`src/rtl/nn_pkg.sv`:
```
// Shared constants and state encoding for the pixel loader.
package nn_pkg;
   localparam int N_IN         = 784;
   localparam int PIX_PER_WORD = 4;
   localparam int PIX_ADDR_W   = 10;
   localparam int LANE_IDX_W   = $clog2(PIX_PER_WORD);

   typedef enum logic [2:0] {IDLE, UNPACK, LOADED, START, WAIT} st_e;
endpackage

```
`src/rtl/nn_pix_loader_if.sv`:
```
// Word-in / pixel-out / core-control bundle between the register block, loader and core.
interface nn_pix_loader_if;
   import nn_pkg::*;

   logic                  wr_valid;
   logic [31:0]           wr_data;
   logic                  wr_ready;
   logic                  pix_we;
   logic [PIX_ADDR_W-1:0] pix_addr;
   logic [7:0]            pix_data;
   logic                  start;
   logic                  done;
   logic [3:0]            predicted;

   modport slave  (input  wr_valid, wr_data, done, predicted,
                   output wr_ready, pix_we, pix_addr, pix_data, start);
   modport master (output wr_valid, wr_data, done, predicted,
                   input  wr_ready, pix_we, pix_addr, pix_data, start);
endinterface

```
`src/rtl/nn_word_unpack.sv`:
```
// Holds one packed word and walks its byte lanes (lane 0 first) while
// advancing the image-wide pixel address.
module nn_word_unpack
   import nn_pkg::*;
#(
   parameter int N_IN = nn_pkg::N_IN
) (
   input  logic                  clk,
   input  logic                  rst,
   input  logic                  load,
   input  logic [31:0]           word,
   input  logic                  step,
   input  logic                  clr,
   output logic [PIX_ADDR_W-1:0] addr,
   output logic [7:0]            data,
   output logic                  last_byte,
   output logic                  last_pix,
   output logic                  cnt_zero
);
   logic [PIX_PER_WORD-1:0][7:0] lanes;
   logic [LANE_IDX_W-1:0]        idx;
   logic [PIX_ADDR_W-1:0]        cnt;

   // Word/lane register and pixel counter; the counter parks on the last
   // pixel so the address never runs past the image.
   always_ff @(posedge clk) begin
      if (rst) begin
         lanes <= '0;
         idx   <= '0;
         cnt   <= '0;
      end else begin
         if (load) begin
            lanes <= word;
            idx   <= '0;
         end else if (step) begin
            idx <= idx + 1'b1;
         end
         if (clr)
            cnt <= '0;
         else if (step && !last_pix)
            cnt <= cnt + 1'b1;
      end
   end

   assign addr      = cnt;
   assign data      = lanes[idx];
   assign last_byte = (idx == LANE_IDX_W'(PIX_PER_WORD - 1));
   assign last_pix  = (cnt == PIX_ADDR_W'(N_IN - 1));
   assign cnt_zero  = (cnt == '0);
endmodule

```
`src/rtl/nn_pix_loader.sv`:
```
// Loads one image into the inference core a byte per cycle, launches it and
// captures the class result with a completion timeout.
module nn_pix_loader
   import nn_pkg::*;
#(
   parameter int N_IN    = nn_pkg::N_IN,
   parameter int TIMEOUT = 1024
) (
   input  logic           clk,
   input  logic           rst,
   nn_pix_loader_if.slave bus,
   input  logic           ctrl_go,
   input  logic           ctrl_clear,
   output logic           busy,
   output logic           loaded,
   output logic [3:0]     result,
   output logic           result_valid,
   output logic           err_go_early,
   output logic           err_timeout
);
   localparam int TMR_W = (TIMEOUT > 1) ? $clog2(TIMEOUT) : 1;

   st_e             st, nxt;
   logic [TMR_W-1:0] tmr;
   logic            accept, tmr_last, cnt_clr;
   logic            last_byte, last_pix, cnt_zero;

   assign accept   = bus.wr_valid & bus.wr_ready & ~ctrl_clear;
   assign tmr_last = (tmr == TMR_W'(TIMEOUT - 1));
   assign cnt_clr  = ctrl_clear | ((st == WAIT) & (bus.done | tmr_last));

   nn_word_unpack #(.N_IN(N_IN)) u_unpack (
      .clk       (clk),
      .rst       (rst),
      .load      (accept),
      .word      (bus.wr_data),
      .step      (st == UNPACK),
      .clr       (cnt_clr),
      .addr      (bus.pix_addr),
      .data      (bus.pix_data),
      .last_byte (last_byte),
      .last_pix  (last_pix),
      .cnt_zero  (cnt_zero)
   );

   // State register.
   always_ff @(posedge clk) begin
      if (rst) st <= IDLE;
      else     st <= nxt;
   end

   // Next state and state-decoded outputs; clear overrides every transition.
   always_comb begin
      nxt          = st;
      bus.wr_ready = 1'b0;
      bus.pix_we   = 1'b0;
      bus.start    = 1'b0;
      busy         = 1'b1;
      loaded       = 1'b0;
      case (st)
         IDLE: begin
            bus.wr_ready = 1'b1;
            busy         = 1'b0;
            if (bus.wr_valid) nxt = UNPACK;
         end
         UNPACK: begin
            bus.pix_we = 1'b1;
            if (last_pix)       nxt = LOADED;
            else if (last_byte) nxt = IDLE;
         end
         LOADED: begin
            busy   = 1'b0;
            loaded = 1'b1;
            if (ctrl_go) nxt = START;
         end
         START: begin
            bus.start = 1'b1;
            nxt       = WAIT;
         end
         WAIT: begin
            if (bus.done || tmr_last) nxt = IDLE;
         end
         default: nxt = IDLE;
      endcase
      if (ctrl_clear) nxt = IDLE;
   end

   // Completion timer, sticky result/error flags; a new image wipes the flags.
   always_ff @(posedge clk) begin
      if (rst) begin
         tmr          <= '0;
         result       <= '0;
         result_valid <= 1'b0;
         err_go_early <= 1'b0;
         err_timeout  <= 1'b0;
      end else begin
         if (st == START)     tmr <= '0;
         else if (st == WAIT) tmr <= tmr + 1'b1;
         if (accept && cnt_zero) begin
            result_valid <= 1'b0;
            err_go_early <= 1'b0;
            err_timeout  <= 1'b0;
         end
         if (ctrl_go && !ctrl_clear && st != LOADED)
            err_go_early <= 1'b1;
         if (st == WAIT && !ctrl_clear) begin
            if (bus.done) begin
               result       <= bus.predicted;
               result_valid <= 1'b1;
            end else if (tmr_last) begin
               err_timeout <= 1'b1;
            end
         end
      end
   end
endmodule

```
`src/flat_wrapper.sv`:
```
// flat-port wrapper written by rule: the top's interface ports become plain ports
module nn_pix_loader_flat import nn_pkg::*;
#(
   parameter int N_IN    = nn_pkg::N_IN,
   parameter int TIMEOUT = 1024
)
  (clk, rst, ctrl_go, ctrl_clear, busy, loaded, result, result_valid, err_go_early, err_timeout, bus_wr_valid, bus_wr_data, bus_done, bus_predicted, bus_wr_ready, bus_pix_we, bus_pix_addr, bus_pix_data, bus_start);
  nn_pix_loader_if bus_i ();
  input  logic clk;
  input  logic rst;
  input  logic ctrl_go;
  input  logic ctrl_clear;
  output logic busy;
  output logic loaded;
  output logic [3:0] result;
  output logic result_valid;
  output logic err_go_early;
  output logic err_timeout;
  input wire logic [$bits(bus_i.wr_valid)-1:0] bus_wr_valid;
  input wire logic [$bits(bus_i.wr_data)-1:0] bus_wr_data;
  input wire logic [$bits(bus_i.done)-1:0] bus_done;
  input wire logic [$bits(bus_i.predicted)-1:0] bus_predicted;
  output wire logic [$bits(bus_i.wr_ready)-1:0] bus_wr_ready;
  output wire logic [$bits(bus_i.pix_we)-1:0] bus_pix_we;
  output wire logic [$bits(bus_i.pix_addr)-1:0] bus_pix_addr;
  output wire logic [$bits(bus_i.pix_data)-1:0] bus_pix_data;
  output wire logic [$bits(bus_i.start)-1:0] bus_start;
  assign bus_i.wr_valid = bus_wr_valid;
  assign bus_i.wr_data = bus_wr_data;
  assign bus_i.done = bus_done;
  assign bus_i.predicted = bus_predicted;
  assign bus_wr_ready = bus_i.wr_ready;
  assign bus_pix_we = bus_i.pix_we;
  assign bus_pix_addr = bus_i.pix_addr;
  assign bus_pix_data = bus_i.pix_data;
  assign bus_start = bus_i.start;
  nn_pix_loader #(.N_IN(N_IN), .TIMEOUT(TIMEOUT)) u_core (.clk(clk), .rst(rst), .bus(bus_i), .ctrl_go(ctrl_go), .ctrl_clear(ctrl_clear), .busy(busy), .loaded(loaded), .result(result), .result_valid(result_valid), .err_go_early(err_go_early), .err_timeout(err_timeout));
endmodule
```
`config.mk`:
```
export PLATFORM = sky130hd
export DESIGN_NAME = nn_pix_loader_flat
export DESIGN_NICKNAME = d
export VERILOG_FILES = /design/src/rtl/nn_pkg.sv /design/src/rtl/nn_pix_loader_if.sv /design/src/rtl/nn_word_unpack.sv /design/src/rtl/nn_pix_loader.sv /design/src/flat_wrapper.sv
export SDC_FILE = /design/constraint.sdc
export NUM_CORES = 1
export LEC_CHECK = 0
export ABC_AREA = 1
export BUFFER_PORTS_ARGS = -buffer_cell sky130_fd_sc_hd__buf_2
export CAP_MARGIN = 20
export CORE_UTILIZATION = 45
export DETAILED_ROUTE_END_ITERATION = 10
export PLACE_DENSITY = 0.71
export SLEW_MARGIN = 10
export SYNTH_ARGS = -nofsm -noshare
export SYNTH_HDL_FRONTEND = slang
export SYNTH_HIERARCHICAL = 1
export SYNTH_SLANG_ARGS = --single-unit
```
`constraint.sdc`:
```
create_clock -name clk -period 4.3 [get_ports clk]
set_input_delay 0 -clock clk [delete_from_list [all_inputs] [get_ports clk]]
set_output_delay 0 -clock clk [all_outputs]
set_load 0.02 [all_outputs]
```
# Word level (Yosys, flattened, before mapping)
# Index checks and enable logic that the tools add are counted.
# op_classes
add_sub_neg	3
magnitude_cmp	1
eq_ne	12
mux	22
n_bitwise	6
n_reduce_logical	18
# op_table
op	count
adder 10 x 1 -> 10 bit, second input constant	2
equality test 10 bit, second input constant	2
binary-select mux 8 bit (select 2 bit)	1
2-to-1 mux 3 bit	5
case mux 3 bit (5 select lines)	1
2-to-1 mux 1 bit	14
zero test 10 bit	1
OR reduction 2 bit	5
2-to-1 mux 8 bit	1
equality test 3 x 2 -> 1 bit, second input constant	2
logical AND 1 bit	5
inequality test 2 bit, second input constant	2
AND reduction 4 bit	1
bitwise AND 1 bit	3
equality test 3 x 1 -> 1 bit, second input constant	1
equality test 3 bit, second input constant	1
zero test 3 bit	1
< comparator 2 x 3 -> 1 bit, second input constant	1
inequality test 3 x 1 -> 1 bit, second input constant	1
inequality test 3 x 2 -> 1 bit, second input constant	1
adder 2 x 1 -> 2 bit, second input constant	1
equality test 2 bit, second input constant	1
zero test 1 bit	2
inequality test 2 x 1 -> 1 bit, second input constant	1
5 further kinds	6
# word_totals
reg_bits	64

# Depth between registers and ports, before layout
# depth
ltp_word	9
ltp_mapped	10
ltp_nobuf	10

# Modules after synthesis
# Netlist, hierarchy kept.
# modules_own_cells
module	instances	cells_per_inst	area_per_inst_um2	seq_area_each_um2
nn_word_unpack	1	286	1988.2	880.8
nn_pix_loader	1	138	1028.5	400.4

# Worst setup path before layout
# OpenSTA, ideal clock, no wires.
# synth_path
kind	flip-flop to flip-flop
from	register u_core.st[2]
to	register u_core/u_unpack/lanes[0] in the netlist's numbering
setup_ns	0.116
arrival_ns	1.628
path_slack_ns	2.556
stages_incl_launch_ff	8
n_path_buf	1
synth_period_minus_slack_ns	1.744
cell_sequence	dfxtp_1 -> nor2_4 -> inv_1 -> nor4_1 -> inv_1 -> buf_1 -> nor2_1 -> nor2_1
# synth_between
elab_chain_cells	4
# synth_rtl
item	line_no	source
start, declared	nn_pix_loader.sv:23	st_e st, nxt;
start signal, assigned	nn_pix_loader.sv:49	else st <= nxt;
zero test 3 bit	nn_pix_loader.sv:60	case (st)
2-to-1 mux 1 bit	nn_pix_loader.sv:60	
bitwise AND 1 bit (2 in a row)	nn_pix_loader.sv:28	assign accept = bus.wr_valid & bus.wr_ready & ~ctrl_clear;
named net u_core.accept	nn_pix_loader.sv:25	logic accept, tmr_last, cnt_clr;
end signal, assigned	nn_word_unpack.sv:33	lanes <= word;
end, declared	nn_word_unpack.sv:20	logic [PIX_PER_WORD-1:0][7:0] lanes;
# The timed path passes the listed nets, and every way through them passes these cells.
# A chain may end at the register's enable or synchronous reset.

# Worst setup path in the final report
# layout_path
from	register u_core.st[2]
to	register u_core.u_unpack.idx[1]
# layout_between
elab_chain_cells	5
word_cells_on_any_way	6
cone_classes	1 x eq/ne; 1 x mux; 2 x bitwise; 2 x reduce/logical
# layout_rtl
item	line_no	source
zero test 3 bit	nn_pix_loader.sv:60	
2-to-1 mux 1 bit	nn_pix_loader.sv:60	
bitwise AND 1 bit (2 in a row)	nn_pix_loader.sv:28	
named net u_core.accept	nn_pix_loader.sv:25	
OR reduction 2 bit (no source line)	-	
end signal, assigned	nn_word_unpack.sv:36	idx <= idx + 1'b1;
end, declared	nn_word_unpack.sv:21	logic [LANE_IDX_W-1:0] idx;
# The timed path passes the listed nets, and every way through them passes these cells.

==> out/results.md <==
| Group | Quantity | Value |
|:---|:---|:---|
| outcome | Run status | finished with violations |
| outcome | Failing checks | design-rule violations |
| sta | Final WS setup | 2170 ps |
| synth | Synthesized flop and latch total | 64 |
| critical path | CP Capture Type | flop |
| routing | Average via count per standard cell | 5.04 |
| floorplan | Std-Cell Core Area | 6420 µm² |
| job | Number of violations of the max-capacitance limit | 0 |
| synth | Dominant cells by area after synthesis | dfxtp_1 42%, nor2_1 13%, o21ai_0 9.6%, nand2_1 7.0%, inv_1 4.9% |
| global route | Sum of overflow across all layers after global routing | 0 |
| cts | Clk buf depth | 2 |
| critical path | Top fanout value on the critical path | 33 |
| cts | Number of sinks on the clock net | 64 |
| synth | Number of instances in the synthesized netlist | 424 |
| sta | Number of setup violations in the final report | 0 |
| synth | Most frequently used flop master after synthesis | dfxtp_1 |
| cts | Root cell of the clock tree | clkbuf_8 |
| finish | Final cell count without fillers | 614 |
| place | Post-detail-place hpwl | 5030 µm |
| floorplan | Starting density of the core | 47.0% |
| sta | Fmax | 469 MHz |
| floorplan | Die area | 7040 µm² |
| synth | Most instantiated library cell after synthesis | nor2_1 |
| critical path | Category of the most critical setup path | flop to flop |
| synth | Synthesized Nets | 470 |
| sta | Max transition margin | 34.7% |
| finish | Storage element area | 1280 µm² |
| global route | Initial antenna violation count | 0 |
| cts | Clock tree from TritonCTS | yes |
| finish | Number of fillers in the final layout | 609 |
| finish | Proportion of layout cells with a drive suffix above 1 | 20.3% |
| routing | Initial DRC Count | 204 |
| sta | Worst setup skew after layout | 7.11 ps |
| finish | P&R area growth vs syn | 33.3% |
| synth | Library cells used by synthesis | 33 |
| critical path | R2r setup slk | 2170 ps |
| synth | Yosys synthesis warning count | 6 |
| finish | Net count of the finished layout | 579 |
| power | Leakage | 0.00184 µW |
| sta | Final Max Slew Viols | 0 |
| place | RD Place Congestion | 0.880 |
| floorplan | IO Count | 72 |
| synth | Post-synthesis average cell area | 7.11 µm² |
| finish | Number of antenna diodes | 0 |
| place | Pre-CTS worst setup slack | 2170 ps |
| cts | Post-CTS clock slew at the launch and capture registers of the worst setup and hold paths | 70 ps |
| global route | Via count of the first global-routing pass | 2889 |
| global route | Largest net degree at the start of global routing | 34 |
| critical path | Delay of the slowest critical-path stage | 740 ps |
| synth | Post-Synthesis Cell Area | 3020 µm² |
| place | Cell Count Post-Placement | 561 |
| routing | Sum of routed wire length over all layers | 7800 µm |
| synth | Count of flip-flops with a built-in enable after synthesis | 0 |
| floorplan | Total number of placement rows | 29 |
| sta | Setup TNS | 0 ps |
| critical path | Slowest cell on crit path | inv_1 |
| global route | Combined global-route utilization of all metal layers | 22.9% |
| finish | Area of the multi-input gates | 1530 µm² |
| floorplan | Die height | 83.9 µm |
| power | Power per unit of standard cell area | 331 nW/µm² |
| sta | Endpoints failing hold | 0 |
| routing | Number of detailed-route iterations in the first pass | 8 |
| routing | Overall via count from detail_route | 3095 |
| cts | H-tree depth | 3 |
| synth | Largest area contributor in the synthesized netlist | dfxtp_1 |
| sta | Slew at the pin with the worst max-slew slack | 978 ps |
| routing | Wire length per cell | 12.7 µm |
| routing | Routed Antenna Nets | 0 |
| critical path | Library cell appearing most often on the critical path | inv_1 |
| critical path | Worst path required time | 4540 ps |
| critical path | Worst-path cell chain | nor2_4 -> inv_1 -> nor4_2 -> buf_4 -> inv_1 -> nand2_1 -> a211oi_1 |
| synth | Synth top area share | 42.5% |
| power | Maximum vdd ir drop | 0.000220 V |
| sta | Final worst path period share | 49.6% |
| sta | Final period demand of the worst path | 2130 ps |
| cts | Later-pin clock latency in the skew report | 330 ps |
| synth | Synth async-reset ratio | 0% |
| cts | Setup fix buffers added after clock tree synthesis | 0 |
| global route | Wire length of the first global-routing pass | 12900 µm |
| place | Input/output buffers | 71 |
| hold path | Worst min path class | primary input to flop |
| synth | Sequential-to-total area share from yosys stat | 42.5% |
| cts | TritonCTS buffer count | 9 |
| floorplan | Width of the die | 83.9 µm |
| sta | RSZ-0062 raised after global routing | no |
| critical path | Startpoint kind of the worst setup timing path | flop |
| synth | Top cell types by occurrence after synthesis | 105 x nor2_1, 64 x dfxtp_1, 58 x o21ai_0, 56 x nand2_1, 39 x inv_1 |
| critical path | CP arrival | 2380 ps |
| routing | Post-detailed-route DRC marker count | 8 |
-- layout make-up --
cell class              count  area share (%)
flip-flops and latches     64            31.9
well taps                  77            2.40
multi-input cells         305            38.0
clock buffers              12            4.11
clock inverters             3           0.996
inverters                  43            4.20
repair buffers            110            18.5
-- routing by layer --
layer | up-vias | track usage (%) | routed length (µm)
met5 | - | 0 | 0
met4 | 0 | 6.27 | 104
met3 | 12 | 6.43 | 349
met2 | 79 | 40.3 | 3960
met1 | 1422 | 27.1 | 3390
li1 | 1582 | - | -
-- cell usage in the layout, fill, tap and decap left out, types with 2 or more instances in the layout --
master         instances
clkinv_2               2
nor2_1               105
nor2_2                 3
nand2_2                2
dlygate4sd3_1         38
nand4_1                4
nand3_1               15
o22ai_1                8
nor2_4                 2
inv_1                 39
nand2_1               56
xor2_1                 8
ha_1                   4
clkbuf_8              12
o21ai_0               58
nand3b_1               2
buf_2                 71
nand3_4                2
a21oi_1               23
dfxtp_1               64
inv_2                  3
-- kinds of logic (layout without fill, tap and decap cells) --
group                    count (synthesis)  in the layout  synth area share [%]
buffers and inverters                   55            168                  7.13
adder cells (fa/ha/maj)                  4              4                  1.66
AND/OR/NAND/NOR                        200            200                  30.0
AO/OA/AOI/OAI                           93             93                  16.4
XOR/XNOR                                 8              8                  2.32
flip-flops                              64             64                  42.5
-- worst paths after layout --
| path | startpoint | to | cells past startpoint |
|---|---|---|---|
| setup reg to reg | u_core/st[2] | u_core/u_unpack/idx[1] | 7 |
| hold reg to reg | u_core/result[2] | u_core/result[2] | 2 |
| hold / removal | bus_done | u_core/result[3] | 3 |
| setup / recovery | u_core/st[2] | u_core/u_unpack/idx[1] | 7 |
-- stage by stage --
step / area (µm²) / utilization [%] / total power (µW) / hold slack, ps
after floorplan: 3020 / - / 729 / 69.1
after global placement: 3440 / 53.5 / 781 / 219
after detailed placement: 3440 / 53.5 / 783 / 223
after CTS: 4020 / 62.6 / 1340 / 11.5
after global routing: 4020 / 62.6 / 1400 / 30.6
final: 4020 / 62.6 / 1330 / 31.0
-- flip-flops by register name, indices dropped and copies added, names as in the netlist --
register / flops
u_core/tmr: 10
u_core/result: 4
u_core/u_unpack/lanes: 32
u_core/st: 3
u_core/u_unpack/idx: 2
u_core/err_timeout: 1
u_core/result_valid: 1
u_core/u_unpack/addr: 10
u_core/err_go_early: 1
-- power breakdown --
part	internal, µW	switching [µW]
combinational	72.7	94.0
sequential	617	15.9
clock	310	221
-- timing repair --
| item | 4_1_cts | 5_1_grt |
|---|---|---|
| endpoints found under the hold margin | 39 | 0 |
| hold buffers | 38 | 0 |
| gates resized for setup | 0 | 0 |
-- worst max-delay path, delay by kind of cell (launching register included) --
family / cells / cell delay [ps]
AOI/OAI and AO/OA: 1 / 240
buffers and inverters: 3 / 1080
DFF: 1 / 430
and+or+nand+nor: 3 / 280
Note: power is estimated with default switching activity, not from simulation.
